File: src/rtl/stq_drain_pkg.sv
// Shared store-queue drain definitions: entry index type, FSM states,
// queue depth and payload widths.
package stq_drain_pkg;

  localparam int WQ_DEPTH = 64;
  localparam int IDX_W    = $clog2(WQ_DEPTH);
  localparam int ADATA_W  = 64;
  localparam int DATA_W   = 136;
  localparam int BNK_W    = 32;
  localparam int CNT_W    = IDX_W + 1;

  typedef logic [IDX_W-1:0] wq_idx_t;

  typedef enum logic [1:0] {
    ST_IDLE = 2'd0,
    ST_RD   = 2'd1,
    ST_WB   = 2'd2
  } drain_state_t;

  // One-hot entry mask, all zeros when en is low.
  function automatic logic [WQ_DEPTH-1:0] idx_onehot(input wq_idx_t idx, input logic en);
    logic [WQ_DEPTH-1:0] m;
    m      = '0;
    m[idx] = en;
    return m;
  endfunction

endpackage

File: src/rtl/stq_drain_if.sv
// Dcache write-port bundle: two request groups sharing one ready.
// The drain engine is the master, the dcache write arbiter the slave.
interface stq_drain_if;
  import stq_drain_pkg::*;

  logic               wb0_en;
  logic [ADATA_W-1:0] wb0_adata;
  logic [DATA_W-1:0]  wb0_data;
  logic [BNK_W-1:0]   wb0_bnkEn;
  wq_idx_t            wb0_LSQ;
  logic               wb1_en;
  logic [ADATA_W-1:0] wb1_adata;
  logic [DATA_W-1:0]  wb1_data;
  logic [BNK_W-1:0]   wb1_bnkEn;
  wq_idx_t            wb1_LSQ;
  logic               wb_rdy;

  modport master (
    output wb0_en, wb0_adata, wb0_data, wb0_bnkEn, wb0_LSQ,
    output wb1_en, wb1_adata, wb1_data, wb1_bnkEn, wb1_LSQ,
    input  wb_rdy
  );

  modport slave (
    input  wb0_en, wb0_adata, wb0_data, wb0_bnkEn, wb0_LSQ,
    input  wb1_en, wb1_adata, wb1_data, wb1_bnkEn, wb1_LSQ,
    output wb_rdy
  );

endinterface

File: src/rtl/stq_drain_popcnt.sv
// Combinational population count of the passed-entry vector.
module stq_drain_popcnt #(
  parameter int IN_W  = 64,
  parameter int OUT_W = 7
) (
  input  logic [IN_W-1:0]  vec,
  output logic [OUT_W-1:0] cnt
);

  // Sum of all set bits.
  always_comb begin
    cnt = '0;
    for (int i = 0; i < IN_W; i++) begin
      cnt = cnt + OUT_W'(vec[i]);
    end
  end

endmodule

File: src/rtl/stq_drain.sv
// stq_drain: drains retired ("passed") stores strictly in order from the
// store-queue head to the dcache write ports, then frees their entries.
// Optional dual-port pairing of head and head+1 is enabled by defining
// STQ_DRAIN_PAIR_EN; without it only wb0 is used and head advances by one.
module stq_drain
  import stq_drain_pkg::*;
#(
  parameter int WQ_DEPTH = 64,
  parameter int ADATA_W  = 64,
  parameter int DATA_W   = 136,
  parameter int BNK_W    = 32
) (
  input  logic                clk,
  input  logic                rst,
  input  logic                pse0_en,
  input  wq_idx_t             pse0_WQ,
  input  logic                pse1_en,
  input  wq_idx_t             pse1_WQ,
  output wq_idx_t             rd_idx0,
  output wq_idx_t             rd_idx1,
  input  logic [ADATA_W-1:0]  rd_adata0,
  input  logic [ADATA_W-1:0]  rd_adata1,
  input  logic [DATA_W-1:0]   rd_data0,
  input  logic [DATA_W-1:0]   rd_data1,
  input  logic [BNK_W-1:0]    rd_bnkEn0,
  input  logic [BNK_W-1:0]    rd_bnkEn1,
  stq_drain_if.master         wb,
  output logic [WQ_DEPTH-1:0] free_en,
  output wq_idx_t             head,
  output logic [CNT_W-1:0]    pend_cnt
);

`ifdef STQ_DRAIN_PAIR_EN
  localparam bit PAIR_EN = 1'b1;
`else
  localparam bit PAIR_EN = 1'b0;
`endif

  drain_state_t        state_q, state_d;
  logic [WQ_DEPTH-1:0] passed_q, passed_d;
  wq_idx_t             head_q, head_d;
  logic                pair_q, pair_d;
  logic [WQ_DEPTH-1:0] free_q, free_d;
  logic [CNT_W-1:0]    pend_cnt_q, pend_cnt_d;

  logic                wb0_en_q, wb0_en_d;
  logic [ADATA_W-1:0]  wb0_adata_q, wb0_adata_d;
  logic [DATA_W-1:0]   wb0_data_q, wb0_data_d;
  logic [BNK_W-1:0]    wb0_bnk_q, wb0_bnk_d;
  wq_idx_t             wb0_lsq_q, wb0_lsq_d;
  logic                wb1_en_q, wb1_en_d;
  logic [ADATA_W-1:0]  wb1_adata_q, wb1_adata_d;
  logic [DATA_W-1:0]   wb1_data_q, wb1_data_d;
  logic [BNK_W-1:0]    wb1_bnk_q, wb1_bnk_d;
  wq_idx_t             wb1_lsq_q, wb1_lsq_d;

  logic                issue;
  wq_idx_t             head_nxt;
  logic [WQ_DEPTH-1:0] set_mask;
  logic [WQ_DEPTH-1:0] clr_mask;

  stq_drain_popcnt #(
    .IN_W  (WQ_DEPTH),
    .OUT_W (CNT_W)
  ) u_popcnt (
    .vec (passed_q),
    .cnt (pend_cnt_d)
  );

  // Next-state, drain control and passed-bit bookkeeping.
  always_comb begin
    state_d     = state_q;
    head_d      = head_q;
    pair_d      = pair_q;
    free_d      = '0;
    wb0_en_d    = wb0_en_q;
    wb0_adata_d = wb0_adata_q;
    wb0_data_d  = wb0_data_q;
    wb0_bnk_d   = wb0_bnk_q;
    wb0_lsq_d   = wb0_lsq_q;
    wb1_en_d    = wb1_en_q;
    wb1_adata_d = wb1_adata_q;
    wb1_data_d  = wb1_data_q;
    wb1_bnk_d   = wb1_bnk_q;
    wb1_lsq_d   = wb1_lsq_q;
    issue       = 1'b0;
    clr_mask    = '0;
    head_nxt    = head_q + wq_idx_t'(1);
    set_mask    = idx_onehot(pse0_WQ, pse0_en) | idx_onehot(pse1_WQ, pse1_en);

    case (state_q)
      ST_IDLE: begin
        // Only the head entry may start a drain; later passed entries wait.
        if (passed_q[head_q]) begin
          issue   = 1'b1;
          pair_d  = PAIR_EN && passed_q[head_nxt];
          state_d = ST_RD;
        end
      end
      ST_RD: begin
        // Entry contents arrive now, one cycle after the read index.
        wb0_en_d    = 1'b1;
        wb0_adata_d = rd_adata0;
        wb0_data_d  = rd_data0;
        wb0_bnk_d   = rd_bnkEn0;
        wb0_lsq_d   = head_q;
        // A bank overlap drops the second store; it drains in the next group.
        wb1_en_d    = pair_q && ((rd_bnkEn0 & rd_bnkEn1) == '0);
        wb1_adata_d = wb1_en_d ? rd_adata1 : '0;
        wb1_data_d  = wb1_en_d ? rd_data1  : '0;
        wb1_bnk_d   = wb1_en_d ? rd_bnkEn1 : '0;
        wb1_lsq_d   = wb1_en_d ? head_nxt  : '0;
        state_d     = ST_WB;
      end
      ST_WB: begin
        // Payload holds until the cache accepts the whole group.
        if (wb.wb_rdy) begin
          wb0_en_d = 1'b0;
          wb1_en_d = 1'b0;
          clr_mask = idx_onehot(head_q, 1'b1) | idx_onehot(head_nxt, wb1_en_q);
          free_d   = clr_mask;
          head_d   = wb1_en_q ? (head_q + wq_idx_t'(2)) : head_nxt;
          state_d  = ST_IDLE;
        end
      end
      default: state_d = ST_IDLE;
    endcase

    // A new pass notification beats a same-cycle clear of that entry.
    passed_d = (passed_q & ~clr_mask) | set_mask;
  end

  // All state, including the wb payload, clears asynchronously on reset.
  always_ff @(posedge clk or posedge rst) begin
    if (rst) begin
      state_q     <= ST_IDLE;
      passed_q    <= '0;
      head_q      <= '0;
      pair_q      <= 1'b0;
      free_q      <= '0;
      pend_cnt_q  <= '0;
      wb0_en_q    <= 1'b0;
      wb0_adata_q <= '0;
      wb0_data_q  <= '0;
      wb0_bnk_q   <= '0;
      wb0_lsq_q   <= '0;
      wb1_en_q    <= 1'b0;
      wb1_adata_q <= '0;
      wb1_data_q  <= '0;
      wb1_bnk_q   <= '0;
      wb1_lsq_q   <= '0;
    end else begin
      state_q     <= state_d;
      passed_q    <= passed_d;
      head_q      <= head_d;
      pair_q      <= pair_d;
      free_q      <= free_d;
      pend_cnt_q  <= pend_cnt_d;
      wb0_en_q    <= wb0_en_d;
      wb0_adata_q <= wb0_adata_d;
      wb0_data_q  <= wb0_data_d;
      wb0_bnk_q   <= wb0_bnk_d;
      wb0_lsq_q   <= wb0_lsq_d;
      wb1_en_q    <= wb1_en_d;
      wb1_adata_q <= wb1_adata_d;
      wb1_data_q  <= wb1_data_d;
      wb1_bnk_q   <= wb1_bnk_d;
      wb1_lsq_q   <= wb1_lsq_d;
    end
  end

  assign rd_idx0  = issue ? head_q   : '0;
  assign rd_idx1  = issue ? head_nxt : '0;
  assign free_en  = free_q;
  assign head     = head_q;
  assign pend_cnt = pend_cnt_q;

  assign wb.wb0_en    = wb0_en_q;
  assign wb.wb0_adata = wb0_adata_q;
  assign wb.wb0_data  = wb0_data_q;
  assign wb.wb0_bnkEn = wb0_bnk_q;
  assign wb.wb0_LSQ   = wb0_lsq_q;
  assign wb.wb1_en    = PAIR_EN ? wb1_en_q    : 1'b0;
  assign wb.wb1_adata = PAIR_EN ? wb1_adata_q : '0;
  assign wb.wb1_data  = PAIR_EN ? wb1_data_q  : '0;
  assign wb.wb1_bnkEn = PAIR_EN ? wb1_bnk_q   : '0;
  assign wb.wb1_LSQ   = PAIR_EN ? wb1_lsq_q   : '0;

endmodule

File: src/flat_wrapper.sv
// flat-port wrapper written by rule: the top's interface ports become plain ports
module stq_drain_flat import stq_drain_pkg::*;
#(
  parameter int WQ_DEPTH = 64,
  parameter int ADATA_W  = 64,
  parameter int DATA_W   = 136,
  parameter int BNK_W    = 32
)
  (clk, rst, pse0_en, pse0_WQ, pse1_en, pse1_WQ, rd_idx0, rd_idx1, rd_adata0, rd_adata1, rd_data0, rd_data1, rd_bnkEn0, rd_bnkEn1, free_en, head, pend_cnt, wb_wb0_en, wb_wb0_adata, wb_wb0_data, wb_wb0_bnkEn, wb_wb0_LSQ, wb_wb1_en, wb_wb1_adata, wb_wb1_data, wb_wb1_bnkEn, wb_wb1_LSQ, wb_wb_rdy);
  stq_drain_if wb_i ();
  input  logic clk;
  input  logic rst;
  input  logic pse0_en;
  input  wq_idx_t pse0_WQ;
  input  logic pse1_en;
  input  wq_idx_t pse1_WQ;
  output wq_idx_t rd_idx0;
  output wq_idx_t rd_idx1;
  input  logic [ADATA_W-1:0] rd_adata0;
  input  logic [ADATA_W-1:0] rd_adata1;
  input  logic [DATA_W-1:0] rd_data0;
  input  logic [DATA_W-1:0] rd_data1;
  input  logic [BNK_W-1:0] rd_bnkEn0;
  input  logic [BNK_W-1:0] rd_bnkEn1;
  output logic [WQ_DEPTH-1:0] free_en;
  output wq_idx_t head;
  output logic [CNT_W-1:0] pend_cnt;
  output wire logic [$bits(wb_i.wb0_en)-1:0] wb_wb0_en;
  output wire logic [$bits(wb_i.wb0_adata)-1:0] wb_wb0_adata;
  output wire logic [$bits(wb_i.wb0_data)-1:0] wb_wb0_data;
  output wire logic [$bits(wb_i.wb0_bnkEn)-1:0] wb_wb0_bnkEn;
  output wire logic [$bits(wb_i.wb0_LSQ)-1:0] wb_wb0_LSQ;
  output wire logic [$bits(wb_i.wb1_en)-1:0] wb_wb1_en;
  output wire logic [$bits(wb_i.wb1_adata)-1:0] wb_wb1_adata;
  output wire logic [$bits(wb_i.wb1_data)-1:0] wb_wb1_data;
  output wire logic [$bits(wb_i.wb1_bnkEn)-1:0] wb_wb1_bnkEn;
  output wire logic [$bits(wb_i.wb1_LSQ)-1:0] wb_wb1_LSQ;
  input wire logic [$bits(wb_i.wb_rdy)-1:0] wb_wb_rdy;
  assign wb_wb0_en = wb_i.wb0_en;
  assign wb_wb0_adata = wb_i.wb0_adata;
  assign wb_wb0_data = wb_i.wb0_data;
  assign wb_wb0_bnkEn = wb_i.wb0_bnkEn;
  assign wb_wb0_LSQ = wb_i.wb0_LSQ;
  assign wb_wb1_en = wb_i.wb1_en;
  assign wb_wb1_adata = wb_i.wb1_adata;
  assign wb_wb1_data = wb_i.wb1_data;
  assign wb_wb1_bnkEn = wb_i.wb1_bnkEn;
  assign wb_wb1_LSQ = wb_i.wb1_LSQ;
  assign wb_i.wb_rdy = wb_wb_rdy;
  stq_drain #(.WQ_DEPTH(WQ_DEPTH), .ADATA_W(ADATA_W), .DATA_W(DATA_W), .BNK_W(BNK_W)) u_core (.clk(clk), .rst(rst), .pse0_en(pse0_en), .pse0_WQ(pse0_WQ), .pse1_en(pse1_en), .pse1_WQ(pse1_WQ), .rd_idx0(rd_idx0), .rd_idx1(rd_idx1), .rd_adata0(rd_adata0), .rd_adata1(rd_adata1), .rd_data0(rd_data0), .rd_data1(rd_data1), .rd_bnkEn0(rd_bnkEn0), .rd_bnkEn1(rd_bnkEn1), .wb(wb_i), .free_en(free_en), .head(head), .pend_cnt(pend_cnt));
endmodule
File: config.mk
export PLATFORM = sky130hd
export DESIGN_NAME = stq_drain_flat
export DESIGN_NICKNAME = d
export VERILOG_FILES = /design/src/rtl/stq_drain_pkg.sv /design/src/rtl/stq_drain_if.sv /design/src/rtl/stq_drain_popcnt.sv /design/src/rtl/stq_drain.sv /design/src/flat_wrapper.sv
export SDC_FILE = /design/constraint.sdc
export NUM_CORES = 1
export LEC_CHECK = 0
export BUFFER_PORTS_ARGS = -buffer_cell sky130_fd_sc_hd__buf_2
export CELL_PAD_IN_SITES_DETAIL_PLACEMENT = 1
export CELL_PAD_IN_SITES_GLOBAL_PLACEMENT = 1
export CORE_AREA = 4 4 409 411
export CTS_CLUSTER_SIZE = 28
export DETAILED_ROUTE_END_ITERATION = 16
export DIE_AREA = 0 0 413 415
export GPL_TIMING_DRIVEN = 0
export HOLD_SLACK_MARGIN = 0.15
export PLACE_DENSITY_LB_ADDON = 0.25
export SLEW_MARGIN = 20
export SYNTH_ARGS = -nofsm -noshare
export SYNTH_HDL_FRONTEND = slang
export SYNTH_SLANG_ARGS = --single-unit
File: constraint.sdc
create_clock -name clk -period 13.4 [get_ports clk]
set_input_delay 0.67 -clock clk [delete_from_list [all_inputs] [get_ports clk]]
set_output_delay 0.67 -clock clk [all_outputs]
set_load 0.01 [all_outputs]
## Word level (Yosys, flattened, before mapping)

Index checks and enable logic that the tools add are counted.

| cells by class | value |
|---|---|
| muxes and demuxes | 23 |
| multiply operators | 0 |
| $add $sub $neg | 65 |
| magnitude comparators | 8 |
| reductions and logical operators | 9 |
| equal/unequal tests | 4 |
| shift operators | 0 |
| div/mod/pow operators | 0 |
| bitwise gates (word level) | 8 |

Operators with widths:

| operator | count |
|---|---|
| $add 7x1->7 | 57 |
| $and 64x64->64 | 4 |
| $or 64x64->64 | 3 |
| $mux 64 | 2 |
| $not 64->64 | 1 |
| $lt 6x7->1 const B | 4 |
| $demux 1 s6 | 4 |
| $ge 6x1->1 const B | 4 |
| $mux 6 | 3 |
| $mux 1 | 8 |
| $add 6x1->7 | 1 |
| $add 5x1->6 | 1 |
| $add 6x1->6 const B | 1 |
| $add 6x2->6 const B | 1 |
| $bmux 1 s6 | 1 |
| $pmux 2 s3 | 1 |
| $reduce_and 2->1 | 3 |
| $add 4x1->5 | 1 |
| $add 3x1->4 | 1 |
| $logic_and 1x1->1 | 4 |
| $mux 2 | 2 |
| $pmux 1 s2 | 2 |
| $add 2x1->3 | 1 |
| $add 1x1->2 | 1 |
| 6 further kinds | 6 |

| word-level totals | value |
|---|---|
| bits of input ports | 481 |
| memory bits (read-only) | 0 |
| logic and storage cells | 128 |
| memories kept | 0 |
| output and inout bits | 567 |
| bits in latches | 0 |
| memory bits (writable) | 0 |
| flip-flop bits (word level) | 383 |

## Logic depth before layout (Yosys ltp)

Gate-level depths: netlist of the first run.

| logic depth | value |
|---|---|
| depth after elaboration | 63 |
| mapped depth | 20 |
| depth with buffers taken out | 20 |

## Hierarchy

Synthesis of the first run repeated with hierarchy kept, for this count alone.

| unflattened totals | value |
|---|---|
| cells, all modules | 2021 |
| area total of the unflattened synthesis | 18829.3 µm² |

Modules (own cells, without submodules):

| module | area an instance (µm²) | cells each | instances | sequential area each (µm²) |
|---|---|---|---|---|
| stq_drain | 17070.1 | 1838 | 1 | 9559.2 |
| stq_drain_popcnt | 1759.2 | 183 | 1 | 0.0 |

## Least setup slack after synthesis of the first run

OpenSTA, ideal clock, no wires.

| timing path | value |
|---|---|
| path type | register to register |
| start | reg u_core.passed_q[35] |
| end | reg u_core.pend_cnt_q[6] (netlist: u_core.pend_cnt[6]) |
| data required time | 13278 ps |
| slack | 7587 ps |
| clock period less this slack | 5813 ps |
| arrival time | 5692 ps |
| cell stages (with the launch flop) | 21 |
| path buffers | 0 |
| setup time | 122 ps |
| cell sequence | dfrtp_1 inv_1 fa_1 inv_1 fa_1 fa_1 inv_1 fa_1 inv_1 fa_1 fa_1 fa_1 inv_1 fa_1 inv_1 fa_1 a21o_1 a21oi_1 nor2b_1 o21ai_0 nand2b_1 |

| on the way | value |
|---|---|
| cells in the longest elaborated chain, start to end | 29 |

RTL lines:

| item | RTL line | text |
|---|---|---|
| from (decl) | stq_drain.sv:40 | `logic [WQ_DEPTH-1:0] passed_q, passed_d;` |
| from (signal assigned) | stq_drain.sv:154 | `passed_q <= passed_d;` |
| $add 7x1->7 (29 in a row) | stq_drain_popcnt.sv:14 | `cnt = cnt + OUT_W'(vec[i]);` |
| net u_core.pend_cnt_d[6] | stq_drain.sv:44 | `logic [CNT_W-1:0] pend_cnt_q, pend_cnt_d;` |
| to (signal assigned) | stq_drain.sv:158 | `pend_cnt_q <= pend_cnt_d;` |
| to (decl) | stq_drain.sv:44 |  |

The timed path passes the listed nets, and every way through them passes these cells.
A chain may end at the register's enable or synchronous reset.

## Worst setup path after layout of the first run

Same ends and word-level chain as after synthesis.

==> impl_metrics.py, run 1 <==
metrics = {
    "clock_network": {
        "clkSinkCount": 382,
        "clkLatencyLatePin_ns": 0.64,
        "clk_pin_slew_ns": 0.06,
        "postCtsSetupBuffers": 0,
        "cts_tree": "done",
        "post_cts_resized": 0,
        "cts.htree.levels": 2,
        "numCtsBuffers": 52,
        "clock-root-buffer": "clkbuf_16",
        "cts_max_path_buffers": 3,
    },
    "sta": {
        "slew_violations": 0,
        "worst_pin_slew_ns": 1.11,
        "period_share_pct": 47.3,
        "rsz0062_at_grt": "no",
        "setup_violations": 0,
        "period_minus_slack_ns": 6.34,
        "hold_violations": 0,
        "finClkSkew_ns": 0.0225,
        "slew_headroom_pct": 25.6,
        "fmaxAchievable_mhz": 158,
    },
    "power": {
        "combPwrFrac_pct": 61.6,
        "seqPwrFrac_pct": 21.5,
        "p_total_mw": 8.74,
        "switching_power_mw": 4.02,
        "switching_share_pct": 46.0,
        "p_clk_share_pct": 16.9,
        "p_int_mw": 4.72,
        "max-vdd-ir-drop_uv": 515,
        "p_leak_nw": 12.8,
        "power_density_nw_per_um2": 325,
    },
    "hold_path": {
        "hold_end": "u_core.wb.wb0_data[61]",
        "hp-start": "rd_data0[61]",
        "hold_depth": 2,
        "hold_path.class": "input pin to register",
    },
    "setup_path": {
        "worst_ep_arrival_time_ns": 6.82,
        "crit_path_start_kind": "register",
        "rrSetupSlack_ns": 7.06,
        "crit_start": "u_core.passed_q[35]",
        "cp-end-kind": "register",
        "r2r_end": "u_core.pend_cnt[6]",
        "critical_path.max_fanout": 2,
        "r2r_start": "u_core.passed_q[35]",
        "rr_worst_depth": 20,
        "path_class": "register to register",
        "cp.required_ns": 13.88,
    },
    "floorplan": {
        "ioPinCount": 1048,
        "core_area_um2": 164000,
        "rows": 149,
        "die_x_um": 413,
        "start_util_pct": 11.3,
        "dieArea_um2": 171000,
        "die_h_um": 415,
    },
    "yosys": {
        "synth-xor-area-share_pct": 0.567,
        "ys_seq_area_share_pct": 51.6,
        "postSynthRegisterBits": 382,
        "synth-main-ff-cell": "dfrtp_1",
        "yosysWarnings": 0,
        "synth-simple-area-share_pct": 5.18,
        "syn_inst": 1504,
        "synth.avg_cell_area_um2": 12.3,
        "synth_edf_count": 0,
        "synth_compound_area_share_pct": 6.05,
        "synth_top_family_by_area": "multiplexers",
        "synth_adder_area_share_pct": 6.92,
        "async_flop_share_pct": 100,
        "muxShareOfSynthArea_pct": 16.0,
        "syn-cell-area_um2": 18500,
        "ys_types": 50,
    },
    "place": {
        "place.detailed.hpwl_um": 73300,
        "port_buffers": 566,
        "place.gp.congestion": 0.774,
    },
    "global_route": {
        "grt_max_degree": 85,
        "grt_usage_pct": 10.3,
        "grt_pass1_vias": 15000,
        "grt_pass1_wl_um": 124000,
        "antenna_found_initial": 9,
        "grt-ovfl-total": 0,
    },
    "layout": {
        "final_core_util_pct": 16.4,
        "syn_to_final_growth_pct": 45.2,
        "nFillCells": 19200,
        "drive_gt1_share_pct": 49.1,
        "final_common_cell": "buf_2",
        "mostFrequentLayoutCells": "594 x buf_2, 382 x dfrtp_1, 245 x buf_4",
        "final_nets": 2918,
    },
    "routing": {
        "vias_per_cell": 3.03,
        "wl_per_cell_um": 20.0,
        "drtAntennaViolNets": 0,
        "totalWireLength_um": 91900,
        "drc": 0,
        "vias": 14000,
        "drtPass1Iterations": 5,
        "drt_iter0_markers": 599,
    },
    "outcome": {
        "status": "finished clean",
    },
    "flow_run": {
        "max-cap-violations": 0,
    },
}
## power by group through the flow
stage          Clock (mW)  Combinational (mW)  Sequential [mW]
3_3_place_gp            0                5.56             1.90
2_1_floorplan           0                3.10             2.07
5_1_grt              1.59                6.02             1.93
3_5_place_dp            0                5.56             1.91
6_report             1.47                5.38             1.88
4_1_cts              1.55                5.60             1.89
## metrics by stage
| stage | worst slack [ns] | hold slack [ns] | TNS, ns | cells | instance area (um2) |
|---|---|---|---|---|---|
| finish | 7.06 | 0.253 | 0 | 4601 | 26900 |
| global placement | -5.22 | 0.460 | -1943.44 | 4497 | 25000 |
| floorplan | 2.12 | 0.493 | 0 | 1742 | 19400 |
| CTS | 6.93 | 0.165 | 0 | 4595 | 26900 |
| detailed placement | 6.95 | 0.460 | 0 | 4501 | 25100 |
| global route | 6.68 | 0.195 | 0 | 4596 | 26900 |
## kinds of logic (layout without fill, tap and decap cells)
logic type,Yosys count,after routing
buf+inv,413,1077
mux,266,266
compound gates,163,163
flops,382,382
fa+ha+maj,70,70
other cells,1,245
simple gates,197,197
xor+xnor,12,12
## final cells by class
| type | instances | area (um2) | area share [%] |
|---|---|---|---|
| diodes | 6 | 15.0 | 0.0558 |
| plain buffers | 311 | 2150 | 8.00 |
| clock buffers | 75 | 1520 | 5.64 |
| clock inverters | 18 | 254 | 0.944 |
| inverters | 102 | 390 | 1.45 |
| multi-input cells | 947 | 7320 | 27.2 |
| flip-flops and latches | 382 | 9560 | 35.5 |
| well taps | 2189 | 2740 | 10.2 |
| repair buffers | 571 | 2950 | 11.0 |
## how the worst max path moves through the flow
stage                                    end  slack (ns)
after global placement    u_core.pend_cnt[5]       -5.22
after floorplan            u_core.free_en[0]        2.12
after detailed placement  u_core.pend_cnt[6]        6.95
after CTS                 u_core.pend_cnt[6]        6.93
final                     u_core.pend_cnt[6]        7.06
after global routing      u_core.pend_cnt[6]        6.68
## layer usage
layer / vias to the layer above / part of all wire (%) / global-route usage, %
li1: 6307 / - / -
met1: 6960 / 40 / 12.2
met2: 592 / 47 / 17.2
met3: 102 / 9.4 / 3.97
met4: 0 / 2.9 / 3.04
met5: - / 0 / 0
## cell usage after synthesis, drive strengths merged (2+ instances only)
cell type  count  area, um2
and2           2       12.5
a21oi         19       98.9
o221ai        26        228
mux2i         28        280
nand2b         5       31.3
mux2         238       2680
clkbuf        30        113
or3b           5       46.3
o21ai         60        300
nor3           4       30.0
fa            54       1080
nand3         24        120
nor2          79        299
xor2           4       35.0
o211ai         4       30.0
inv          102        383
a22oi          7       52.6
or2            3       18.8
xnor2          8       70.1
or3            5       31.3
nor2b         12       75.1
o22a          36        315
a22o           4       35.0
nand2         41        154
buf          281       2040
nand4          2       12.5
ha            16        200
a21o           3       22.5
dfrtp        382       9560
and3           2       12.5
nand3b         9       67.6
## registers in the layout, indices dropped and copies added, names as in the netlist
name and flops:
u_core.wb.wb0_adata 64, u_core.wb.wb0_data 136, u_core.wb.wb0_en 1, u_core.pend_cnt 7, u_core.passed_q 64, u_core.head 6
u_core.free_en 64, u_core.wb.wb0_bnkEn 32, u_core.state_q 2, u_core.wb.wb0_LSQ 6
## critical path: stages, from the launching register on
cell,delay (ns)
dfrtp_1,0.35
inv_1,0.07
fa_1,0.55
inv_1,0.06
fa_1,0.41
fa_1,0.57
inv_1,0.06
fa_1,0.55
inv_1,0.07
fa_1,0.52
fa_1,0.46
fa_1,0.55
inv_1,0.06
fa_1,0.54
inv_1,0.07
fa_1,0.45
a21o_1,0.20
a21oi_1,0.23
nor2b_1,0.08
o21ai_0,0.16
nand2b_1,0.17
## repair_timing
item | in CTS | in global routing
hold endpoints to repair | 74 | 0
hold buffers | 1 | 0
setup endpoints to repair | 0 | 0
Power figures use the tool's default switching activity.
==> inputs of run 2 (changes only) <==
- clock period: 13.4 -> 5.9 ns (I/O delays scaled with it)
==> impl_metrics.py, run 2 (synthesis gave the netlist of run 1 again) <==
metrics = {
    "sta": {
        "fmaxAchievable_mhz": 166,
        "slew_violations": 0,
        "slew_headroom_pct": 26.1,
        "finalSetupTns_ns": -0.119,
        "rsz0062_at_grt": "yes",
        "hold_violations": 0,
        "layout_setup_ws_ns": -0.118,
        "setup_violations": 3,
        "period_share_pct": 102,
        "worst_pin_slew_ns": 1.11,
        "finClkSkew_ns": 0.0264,
        "period_minus_slack_ns": 6.02,
    },
    "global_route": {
        "grt-ovfl-total": 0,
        "grt_pass1_wl_um": 127000,
        "grt_pass1_vias": 16500,
        "grt_usage_pct": 10.5,
        "grt_max_degree": 31,
        "antenna_found_initial": 12,
    },
    "layout": {
        "largest_reg_flops": 136,
        "final_nets": 3187,
        "mostFrequentLayoutCells": "594 x buf_2, 382 x dfrtp_1, 256 x buf_4",
        "design_area_um2": 29800,
        "final_common_cell": "buf_2",
        "syn_to_final_growth_pct": 60.6,
        "drive_gt1_share_pct": 46.2,
    },
    "setup_path": {
        "cp.required_ns": 6.38,
        "crit_chain": "inv_2, fa_1, fa_1, inv_2, fa_1, inv_2, fa_2, fa_1, fa_1, fa_1, fa_1, inv_2, ha_4, fa_2, a21o_1, a21oi_2, nor2b_1, o21ai_1, nand2b_1",
        "crit_buf_inv": 4,
        "critical_path.top_delay_family": "adder cells",
        "path_class": "register to register",
        "cpMaxStageDelayCell": "fa_1",
        "worst_ep_arrival_time_ns": 6.50,
        "crit_top_cell": "fa_1",
        "crit_path_start_kind": "register",
        "critical_path.max_fanout": 3,
        "cp-end-kind": "register",
        "max_stage_delay_ns": 0.55,
    },
    "floorplan": {
        "die_x_um": 413,
        "dieArea_um2": 171000,
        "die_h_um": 415,
        "rows": 149,
        "core_area_um2": 164000,
        "ioPinCount": 1048,
        "start_util_pct": 11.3,
    },
    "place": {
        "place.detailed.hpwl_um": 73900,
        "place_area_um2": 25400,
        "port_buffers": 566,
        "place.gp.congestion": 0.769,
    },
    "routing": {
        "vias_per_cell": 3.11,
        "drc": 0,
        "drtAntennaViolNets": 0,
        "wl_per_cell_um": 19.1,
        "vias": 15200,
        "totalWireLength_um": 93300,
        "drt_iter0_markers": 596,
        "drtPass1Iterations": 8,
    },
    "power": {
        "power_density_nw_per_um2": 752,
        "p_leak_nw": 14.0,
        "max-vdd-ir-drop_uv": 1490,
        "p_total_mw": 22.4,
    },
    "clock_network": {
        "clkLatencyLatePin_ns": 0.65,
        "clkSinkCount": 382,
        "clk_pin_slew_ns": 0.06,
        "cts.htree.levels": 2,
        "cts_max_path_buffers": 3,
        "cts_tree": "done",
        "clock-root-buffer": "clkbuf_16",
        "numCtsBuffers": 55,
    },
    "hold_path": {
        "hold_path.class": "input pin to register",
    },
    "outcome": {
        "status": "finished with violations",
        "violations": "setup timing",
    },
    "flow_run": {
        "max-cap-violations": 0,
    },
}
==> run 2: routing by layer <==
layer	up-vias	GRT usage, %	wire (um)
li1	6869	-	-
met2	605	17.8	44900
met5	-	0	0
met4	0	3.06	2520
met3	113	2.99	6880
met1	7567	12.8	39000
==> run 2: tightest hold or removal path, stage by stage <==
cell	delay [ns]
clkbuf_1	0.20
nor3_1	0.22
nor2_1	0.06
o21ai_0	0.06
==> run 2: final timing paths <==
check | from | cells past startpoint | slack (ns) | endpoint
setup / recovery | u_core.passed_q[53] | 19 | -0.12 | u_core.pend_cnt[6]
hold / removal | pse1_WQ[2] | 4 | 0.24 | u_core.passed_q[48]
setup reg to reg | u_core.passed_q[53] | 19 | -0.12 | u_core.pend_cnt[6]
hold reg to reg | u_core.wb.wb0_en | 1 | 0.48 | u_core.wb.wb0_en
max in group asynchronous | rst | 8 | 3.88 | u_core.free_en[13]
min in group asynchronous | rst | 4 | 0.83 | u_core.wb.wb0_adata[54]
==> run 2: layout make-up <==
type                            instances  area (um2)
Fill cell                           19000      134000
Multi-Input combinational cell        947        7410
Timing Repair Buffer                  837        5710
Tap cell                             2189        2740
Sequential cell                       382        9560
Inverter                              102         387
Antenna cell                            4        10.0
Clock buffer                           79        1540
Buffer                                311        2150
Clock inverter                         22         249
==> run 2: where the power goes <==
group	switching [mW]	internal, mW	leakage, nW
Combinational	7.76	6.99	8.65
Clock	1.39	1.95	0.858
Sequential	0.546	3.74	4.50
==> run 2: repair_timing <==
item                       4_1_cts  5_1_grt
setup endpoints to repair        4        5
hold endpoints to repair       310        0
gates resized for setup         19       13
buffers inserted                 8        4
hold buffers                   243        0
pin swaps                       15       23
==> run 2: metrics by stage <==
| stage | setup slack [ns] | hold WS [ns] | utilization, % | cells |
|---|---|---|---|---|
| 2_1_floorplan | 0.0868 | 0.447 | - | 1742 |
| 3_3_place_gp | -3.44 | 0.466 | 15.2 | 4497 |
| 3_5_place_dp | -0.589 | 0.330 | 15.5 | 4514 |
| 4_1_cts | -0.321 | 0.174 | 18.1 | 4866 |
| 5_1_grt | -0.319 | 0.254 | 18.1 | 4869 |
| 6_report | -0.118 | 0.244 | 18.1 | 4873 |
